<file path="src/rtl/regfile_pkg.sv">
// regfile_pkg: shared defaults, register index type and zero-register constant
package regfile_pkg;
  localparam int XLEN_DEF = 32;
  localparam int NREG_DEF = 32;
  localparam int AW_DEF   = $clog2(NREG_DEF);
  typedef logic [AW_DEF-1:0] reg_idx_t;
  localparam reg_idx_t REG_ZERO = '0;
endpackage

</file>
<file path="src/rtl/regfile_scoreboard.sv">
// regfile_scoreboard: per-register write-pending bits with issue-set / writeback-clear
module regfile_scoreboard
  import regfile_pkg::*;
#(
  parameter int NREG = NREG_DEF,
  parameter int NRD  = 2,
  localparam int AW  = $clog2(NREG)
) (
  input  logic              clk,
  input  logic              rst_n,
  input  logic              iss_valid,
  input  logic [AW-1:0]     iss_rd,
  input  logic              we,
  input  logic [AW-1:0]     wa,
  input  logic [NRD*AW-1:0] ra,
  output logic [NREG-1:0]   busy,
  output logic [NRD-1:0]    rd_busy_raw
);
  logic [NREG-1:0] busy_q, busy_d;
  // a new producer issued in the cycle the old one retires keeps the bit set
  always_comb begin
    busy_d = '0;
    for (int i = 1; i < NREG; i++)
      busy_d[i] = (iss_valid && iss_rd == AW'(i)) | (busy_q[i] & ~(we && wa == AW'(i)));
  end
  // busy vector register, cleared asynchronously
  always_ff @(posedge clk or negedge rst_n)
    if (!rst_n) busy_q <= '0;
    else busy_q <= busy_d;
  assign busy = busy_q;
  for (genvar p = 0; p < NRD; p++) begin : gen_port
    assign rd_busy_raw[p] = busy_q[ra[p*AW +: AW]];
  end
endmodule

</file>
<file path="src/rtl/regfile_mp.sv">
// regfile_mp: multi-read-port register file with hardwired x0, write bypass and busy scoreboard
module regfile_mp
  import regfile_pkg::*;
#(
  parameter int XLEN   = XLEN_DEF,
  parameter int NREG   = NREG_DEF,
  parameter int NRD    = 2,
  parameter int BYPASS = 1,
  localparam int AW    = $clog2(NREG)
) (
  input  logic                clk,
  input  logic                rst_n,
  input  logic [NRD*AW-1:0]   ra,
  output logic [NRD*XLEN-1:0] rd,
  output logic [NRD-1:0]      rd_busy,
  input  logic                we,
  input  logic [AW-1:0]       wa,
  input  logic [XLEN-1:0]     wd,
  input  logic                iss_valid,
  input  logic [AW-1:0]       iss_rd,
  output logic [NREG-1:0]     busy
);
  logic [XLEN-1:0] mem_q [1:NREG-1];
  logic            wr_d;
  logic [NRD-1:0]  rd_busy_raw;
  assign wr_d = we && wa != AW'(REG_ZERO);
  // storage for x1..x(NREG-1); x0 has no flops
  always_ff @(posedge clk or negedge rst_n)
    if (!rst_n) for (int i = 1; i < NREG; i++) mem_q[i] <= '0;
    else if (wr_d) mem_q[wa] <= wd;
  regfile_scoreboard #(.NREG(NREG), .NRD(NRD)) u_sb (
    .clk         (clk),
    .rst_n       (rst_n),
    .iss_valid   (iss_valid),
    .iss_rd      (iss_rd),
    .we          (we),
    .wa          (wa),
    .ra          (ra),
    .busy        (busy),
    .rd_busy_raw (rd_busy_raw)
  );
  for (genvar p = 0; p < NRD; p++) begin : gen_rd
    logic [AW-1:0] a;
    logic          hit;
    assign a   = ra[p*AW +: AW];
    // the write is ignored during reset, so it must not leak through the bypass either
    assign hit = (BYPASS != 0) && rst_n && wr_d && wa == a;
    assign rd[p*XLEN +: XLEN] = a == AW'(REG_ZERO) ? '0 : hit ? wd : mem_q[a];
    assign rd_busy[p] = rd_busy_raw[p] & ~hit;
  end
endmodule
</file>
<file path="config.mk">
export PLATFORM = sky130hd
export DESIGN_NAME = regfile_mp
export DESIGN_NICKNAME = d
export VERILOG_FILES = /design/src/rtl/regfile_pkg.sv /design/src/rtl/regfile_scoreboard.sv /design/src/rtl/regfile_mp.sv
export SDC_FILE = /design/constraint.sdc
export NUM_CORES = 2
export LEC_CHECK = 0
export CORE_AREA = 2 2 308 310
export DETAILED_ROUTE_END_ITERATION = 7
export DIE_AREA = 0 0 310 312
export GPL_ROUTABILITY_DRIVEN = 1
export PLACE_DENSITY = 0.78
export SYNTH_ARGS = -nofsm -noshare
export SYNTH_HDL_FRONTEND = slang
export SYNTH_SLANG_ARGS = --single-unit
</file>
<file path="constraint.sdc">
create_clock -name clk -period 3.92 [get_ports clk]
set_input_delay 0.98 -clock clk [delete_from_list [all_inputs] [get_ports clk]]
set_output_delay 0.98 -clock clk [all_outputs]
set_load 0.01 [all_outputs]
</file>
== Word level (Yosys, flattened, before mapping) ==
Cells that the tools add are included.

* $add $sub $neg: 0
* Multiply operators: 0
* Divide/modulo/power cells: 0
* Magnitude comparators: 6
* Equal/unequal tests: 64
* Shift operators: 0
* Muxes and demuxes: 17
* Bitwise logic cells: 100
* Reductions and logical operators: 70

{| class="wikitable"
|+ Operator list
! kind !! count
|-
| 992-bit bitwise mux || 1
|-
| 32-bit binary-select mux with 5-bit select || 2
|-
| 32-bit two-way mux || 9
|-
| 32-bit demux with 5-bit select || 1
|-
| 5-bit equality test (second input constant) || 32
|-
| 5-bit by 4-bit equality test with 1-bit output (second input constant) || 16
|-
| 1-bit logical AND || 67
|-
| 5-bit by 3-bit equality test with 1-bit output (second input constant) || 8
|-
| 1-bit AND || 33
|-
| 1-bit inverter || 33
|-
| 1-bit bitwise OR || 31
|-
| 5-bit by 2-bit equality test with 1-bit output (second input constant) || 4
|-
| 6-bit >= comparator (second input constant) || 3
|-
| 5-bit inverter with 6-bit output || 3
|-
| 5-bit by 6-bit less-than comparator with 1-bit output (second input constant) || 2
|-
| 1-bit binary-select mux with 5-bit select || 2
|-
| 5-bit by 1-bit equality test with 1-bit output (second input constant) || 2
|-
| 5-bit equality test || 2
|-
| 5-bit logical NOT || 2
|-
| 6-bit by 1-bit less-than comparator with 1-bit output (second input constant) || 1
|-
| 5-bit nonzero test || 1
|-
| 1-bit two-way mux || 2
|}

* Register bits after elaboration: 1023
* Latch bits: 0
* Bits in writable memories: 0
* Memory bits (read-only): 0
* Memories: 0

== Depth between registers and ports, before layout ==
* Depth in word-level cells: 6
* Depth in mapped cells: 10
* Gate-level depth less buffers: 5

== By module ==
A second synthesis with hierarchy kept.

* Cells, all modules: 4740
* Area, all modules: 57500.1 µm²

{| class="wikitable"
|+ By module, submodules not included
! module !! times used !! cells each !! area each (µm²) !! sequential area each (µm²)
|-
| regfile_mp || 1 || 4535 || 55597.1 || 24823.8
|-
| regfile_scoreboard || 1 || 205 || 1903.1 || 775.7
|}

== Least setup slack after synthesis ==
OpenSTA, ideal clock, no wires.

* Kind: input to output
* Start: input ra[6]
* End: output rd[43]
* Arrival time: 2.669 ns
* Path slack: 0.271 ns
* Stages on the path: 8
* Path buffers: 3
* Cell sequence: buf_2 buf_4 clkbuf_1 mux4_2 a22o_1 a221o_1 a221oi_2 a21oi_1

* Cells in the longest elaborated chain, start to end: 6
* Elaborated cells between the ends (all ways): 9
* Classes of those cells: eq/ne: 1; mux: 5; bitwise: 1; reduce/logical: 2

{| class="wikitable"
|+ RTL lines
! item !! line !! RTL
|-
| start, declared || regfile_mp.sv:13 || <nowiki>input logic [NRD*AW-1:0] ra,</nowiki>
|-
| 5-bit inverter with 6-bit output (not written as such) || regfile_mp.sv:48 || <nowiki>assign rd[p*XLEN +: XLEN] = a == AW'(REG_ZERO) ? '0 : hit ? wd : mem_q[a];</nowiki>
|-
| 32-bit binary-select mux with 5-bit select || regfile_mp.sv:48 ||
|-
| 32-bit two-way mux (not written as such) (2 in series) || regfile_mp.sv:48 ||
|-
| 32-bit two-way mux || regfile_mp.sv:48 ||
|-
| 32-bit two-way mux (*) || regfile_mp.sv:48 ||
|-
| end, declared || regfile_mp.sv:14 || <nowiki>output logic [NRD*XLEN-1:0] rd,</nowiki>
|}

Mark *: on every way between the ends. The rest lies on a longest branch, timed or not. The select of a mux whose other input is x is not followed.

== Final worst setup path ==
* Start: input ra[5]
* End: output rd[50]

The elaborated chain is that of the path after synthesis.

==> results.py <==
metrics = {
    "layout": {
        "multiInputGateArea_um2": 29700,
        "mostFrequentLayoutCells": "1023 x dfrtp_1, 920 x mux2_2, 432 x buf_4, 401 x mux4_2, 213 x mux2_1",
        "layout_commonest_cell": "dfrtp_1",
        "fin_cells": 5710,
        "fillers": 5177,
        "final_cell_area_um2": 69900,
        "nNetsFinal": 4420,
        "regArea_um2": 25600,
        "area_delta_synth_final_pct": 25.7,
        "final_layout_size_suffix_gt1_frac": 0.560,
    },
    "worst_setup_path": {
        "reg2reg_to": "mem_q[144]",
        "r2r_cells": 1,
        "end_kind": "output port",
        "crit_end": "rd[50]",
        "startpoint": "ra[5]",
        "r2r_slack_ns": 3.02,
        "cp.required_ns": 2.94,
        "crit_fanout": 6,
        "crit_type": "primary input to output port",
        "r2r-start": "mem_q[144]",
        "arrival_ns": 3.37,
        "cp-start-kind": "primary input",
    },
    "synthesis": {
        "synth_nets": 3899,
        "synth_top_area_cell": "dfrtp_1",
        "yosysTopAreaCellShare": 0.460,
        "synth_warnings": 0,
        "ys_seq_area_frac": 0.460,
        "synth_cell_types": 53,
        "synthTopCellsByArea": "dfrtp_1 46%, mux2_2 19%, mux4_2 16%",
        "synth_area_um2": 55600,
        "yosys_register_bits": 1023,
        "synth-main-ff-cell": "dfrtp_1",
        "synth_edf_count": 0,
        "synth_cells": 3843,
        "syn_avg_cell_area_um2": 14.5,
        "async_flop_share": 1.00,
    },
    "sta": {
        "worst_slack_ns": -0.428,
        "worst_pin_slew_ns": 0.979,
        "max_freq_mhz": 230,
        "min_period_over_period": 1.11,
        "final_hold_viol_count": 0,
        "finalSetupViolations": 42,
        "fin_skew_ns": 0,
        "slew-limit-headroom": 0.347,
        "period_minus_slack_ns": 4.35,
        "slew_violations": 0,
        "whs_ns": 0.373,
        "rsz0062_at_grt": "yes",
    },
    "power": {
        "peakVddDrop_v": 0.000373,
        "fin_total_pwr_mw": 33.5,
        "p_leak_nw": 30.7,
        "power_density_nw_per_um2": 479,
    },
    "clocking": {
        "cts_tree": "yes",
        "cts_buffer_depth": 3,
        "cts_root_buf": "clkbuf_16",
        "clk_pin_slew_ns": 0.06,
        "hold_buffers": 0,
        "clock_sinks": 1023,
        "insertion_delay_ns": 0.70,
        "cts_buffers": 107,
        "h-tree-depth": 3,
    },
    "global_routing": {
        "grt_overflow": 0,
        "gr-usage-all-layers": 0.396,
        "grt_max_degree": 159,
        "grt_pass1_wl_mm": 282,
        "first_global_vias": 42000,
        "antenna_found_initial": 10,
    },
    "outcome": {
        "outcome": "finished, violations left",
        "violations": "negative setup slack",
    },
    "floorplan": {
        "die-area_um2": 96700,
        "dieHeight_um": 312,
        "start_util": 0.598,
        "core_area_um2": 93000,
        "fp.dieW_um": 310,
        "rows": 112,
        "num_io_pins": 154,
    },
    "drt": {
        "first_pass_iters": 6,
        "wire_per_inst_um": 35.3,
        "drt_iter0_drc": 5478,
        "ant_nets": 0,
        "num_vias": 42100,
        "wl_mm": 202,
        "via_per_inst": 7.37,
        "drcViolationCount": 0,
    },
    "placement": {
        "routabilityCongestion": 0.935,
        "dp_cells": 5318,
        "place_area_um2": 62100,
        "place_hpwl_mm": 114,
        "io_buffers": 152,
    },
    "worst_hold_path": {
        "hold_class": "primary input to asynchronous set/reset pin",
    },
    "flow_run": {
        "maxCapViolations": 0,
    },
}
==> per-layer routing <==
metal / vias up / global-route usage / wire, µm
met5: - / 0 / 100
met4: 14 / 0.204 / 14800
met3: 1025 / 0.126 / 27900
met2: 3328 / 0.578 / 87900
met1: 21700 / 0.537 / 71000
li1: 16000 / - / -
==> sequential cells by signal (all words and copies together) (netlist names) <==
| signal | flops |
|---|---|
| mem_q | 992 |
| u_sb.busy | 31 |
==> kinds of logic after synthesis <==
| kind of cell | Yosys count | synth area share |
|---|---|---|
| muxes | 1702 | 0.422 |
| DFF | 1023 | 0.460 |
| AOI/OAI and AO/OA | 448 | 0.0626 |
| buffers and inverters | 432 | 0.0354 |
| and+or+nand+nor | 227 | 0.0179 |
| xor gates and xnor gates | 10 | 0.00157 |
| other | 1 | 0.0000674 |
==> power by group <==
group          switching [mW]  total (mW)  internal, mW
Combinational            3.70        8.62          4.92
Clock                    4.45        10.4          5.99
Sequential               1.75        14.4          12.6
==> worst min path at each step <==
| stage | from | to | slack (ns) | cells past startpoint |
|---|---|---|---|---|
| 2_1_floorplan | mem_q[545] | mem_q[545] | 0.47 | 1 |
| 3_3_place_gp | mem_q[535] | mem_q[535] | 0.48 | 1 |
| 3_5_place_dp | mem_q[573] | mem_q[573] | 0.49 | 1 |
| 4_1_cts | rst_n | mem_q[760] | 0.36 | 2 |
| 5_1_grt | rst_n | mem_q[760] | 0.38 | 2 |
| 6_report | rst_n | mem_q[760] | 0.37 | 2 |
==> through the flow <==
stage	TNS, ns	utilization	setup slack, ns
after floorplan	0	-	0.271
after global placement	-37.16	0.668	-0.930
after detailed placement	-38.24	0.668	-0.942
after CTS	-3.58	0.736	-0.201
after global routing	-7.05	0.751	-0.382
final	-5.55	0.751	-0.428
==> timing repair <==
| item | CTS | global route |
|---|---|---|
| resized for setup | 512 | 222 |
| setup endpoints to repair | 66 | 64 |
| gates cloned | 21 | 12 |
| pin swaps | 76 | 92 |
| setup buffers | 127 | 71 |
==> Yosys cell counts, types with 6 or more instances <==
library cell / number
mux2_2: 940
buf_2: 124
o311a_1: 6
xor2_1: 7
a21oi_1: 95
inv_1: 12
a22o_1: 39
buf_6: 11
dfrtp_1: 1023
nand2_1: 76
o21ai_1: 20
o2111ai_1: 7
a221o_1: 30
mux4_2: 401
buf_4: 30
o221ai_1: 44
nor2b_1: 10
mux2i_1: 148
nand2b_1: 7
clkbuf_1: 197
mux2_1: 213
o21ai_0: 39
nand3_1: 12
buf_1: 57
o22a_1: 6
a211oi_1: 6
a22oi_1: 36
nor2_1: 93
a221oi_1: 66
a221oi_2: 28
o22ai_1: 6
==> area by class of cell <==
class	instances	area share
diodes	6	0.000215
clock buffers	159	0.0450
clock inverters	36	0.00567
inverters	13	0.000698
multi-input cells	2388	0.424
flip-flops and latches	1023	0.366
well taps	1254	0.0224
repair buffers	831	0.135
==> critical path, cell delays in order <==
cell and delay (ns):
buf_16 0.12, buf_12 0.15, buf_16 0.14, buf_12 0.11
buf_8 0.11, nor2b_4 0.05, buf_4 0.14, buf_12 0.14
buf_4 0.20, a221oi_2 0.53, a221oi_4 0.18, a21oi_4 0.33
buf_6 0.16
Power figures use the tool's default switching activity.
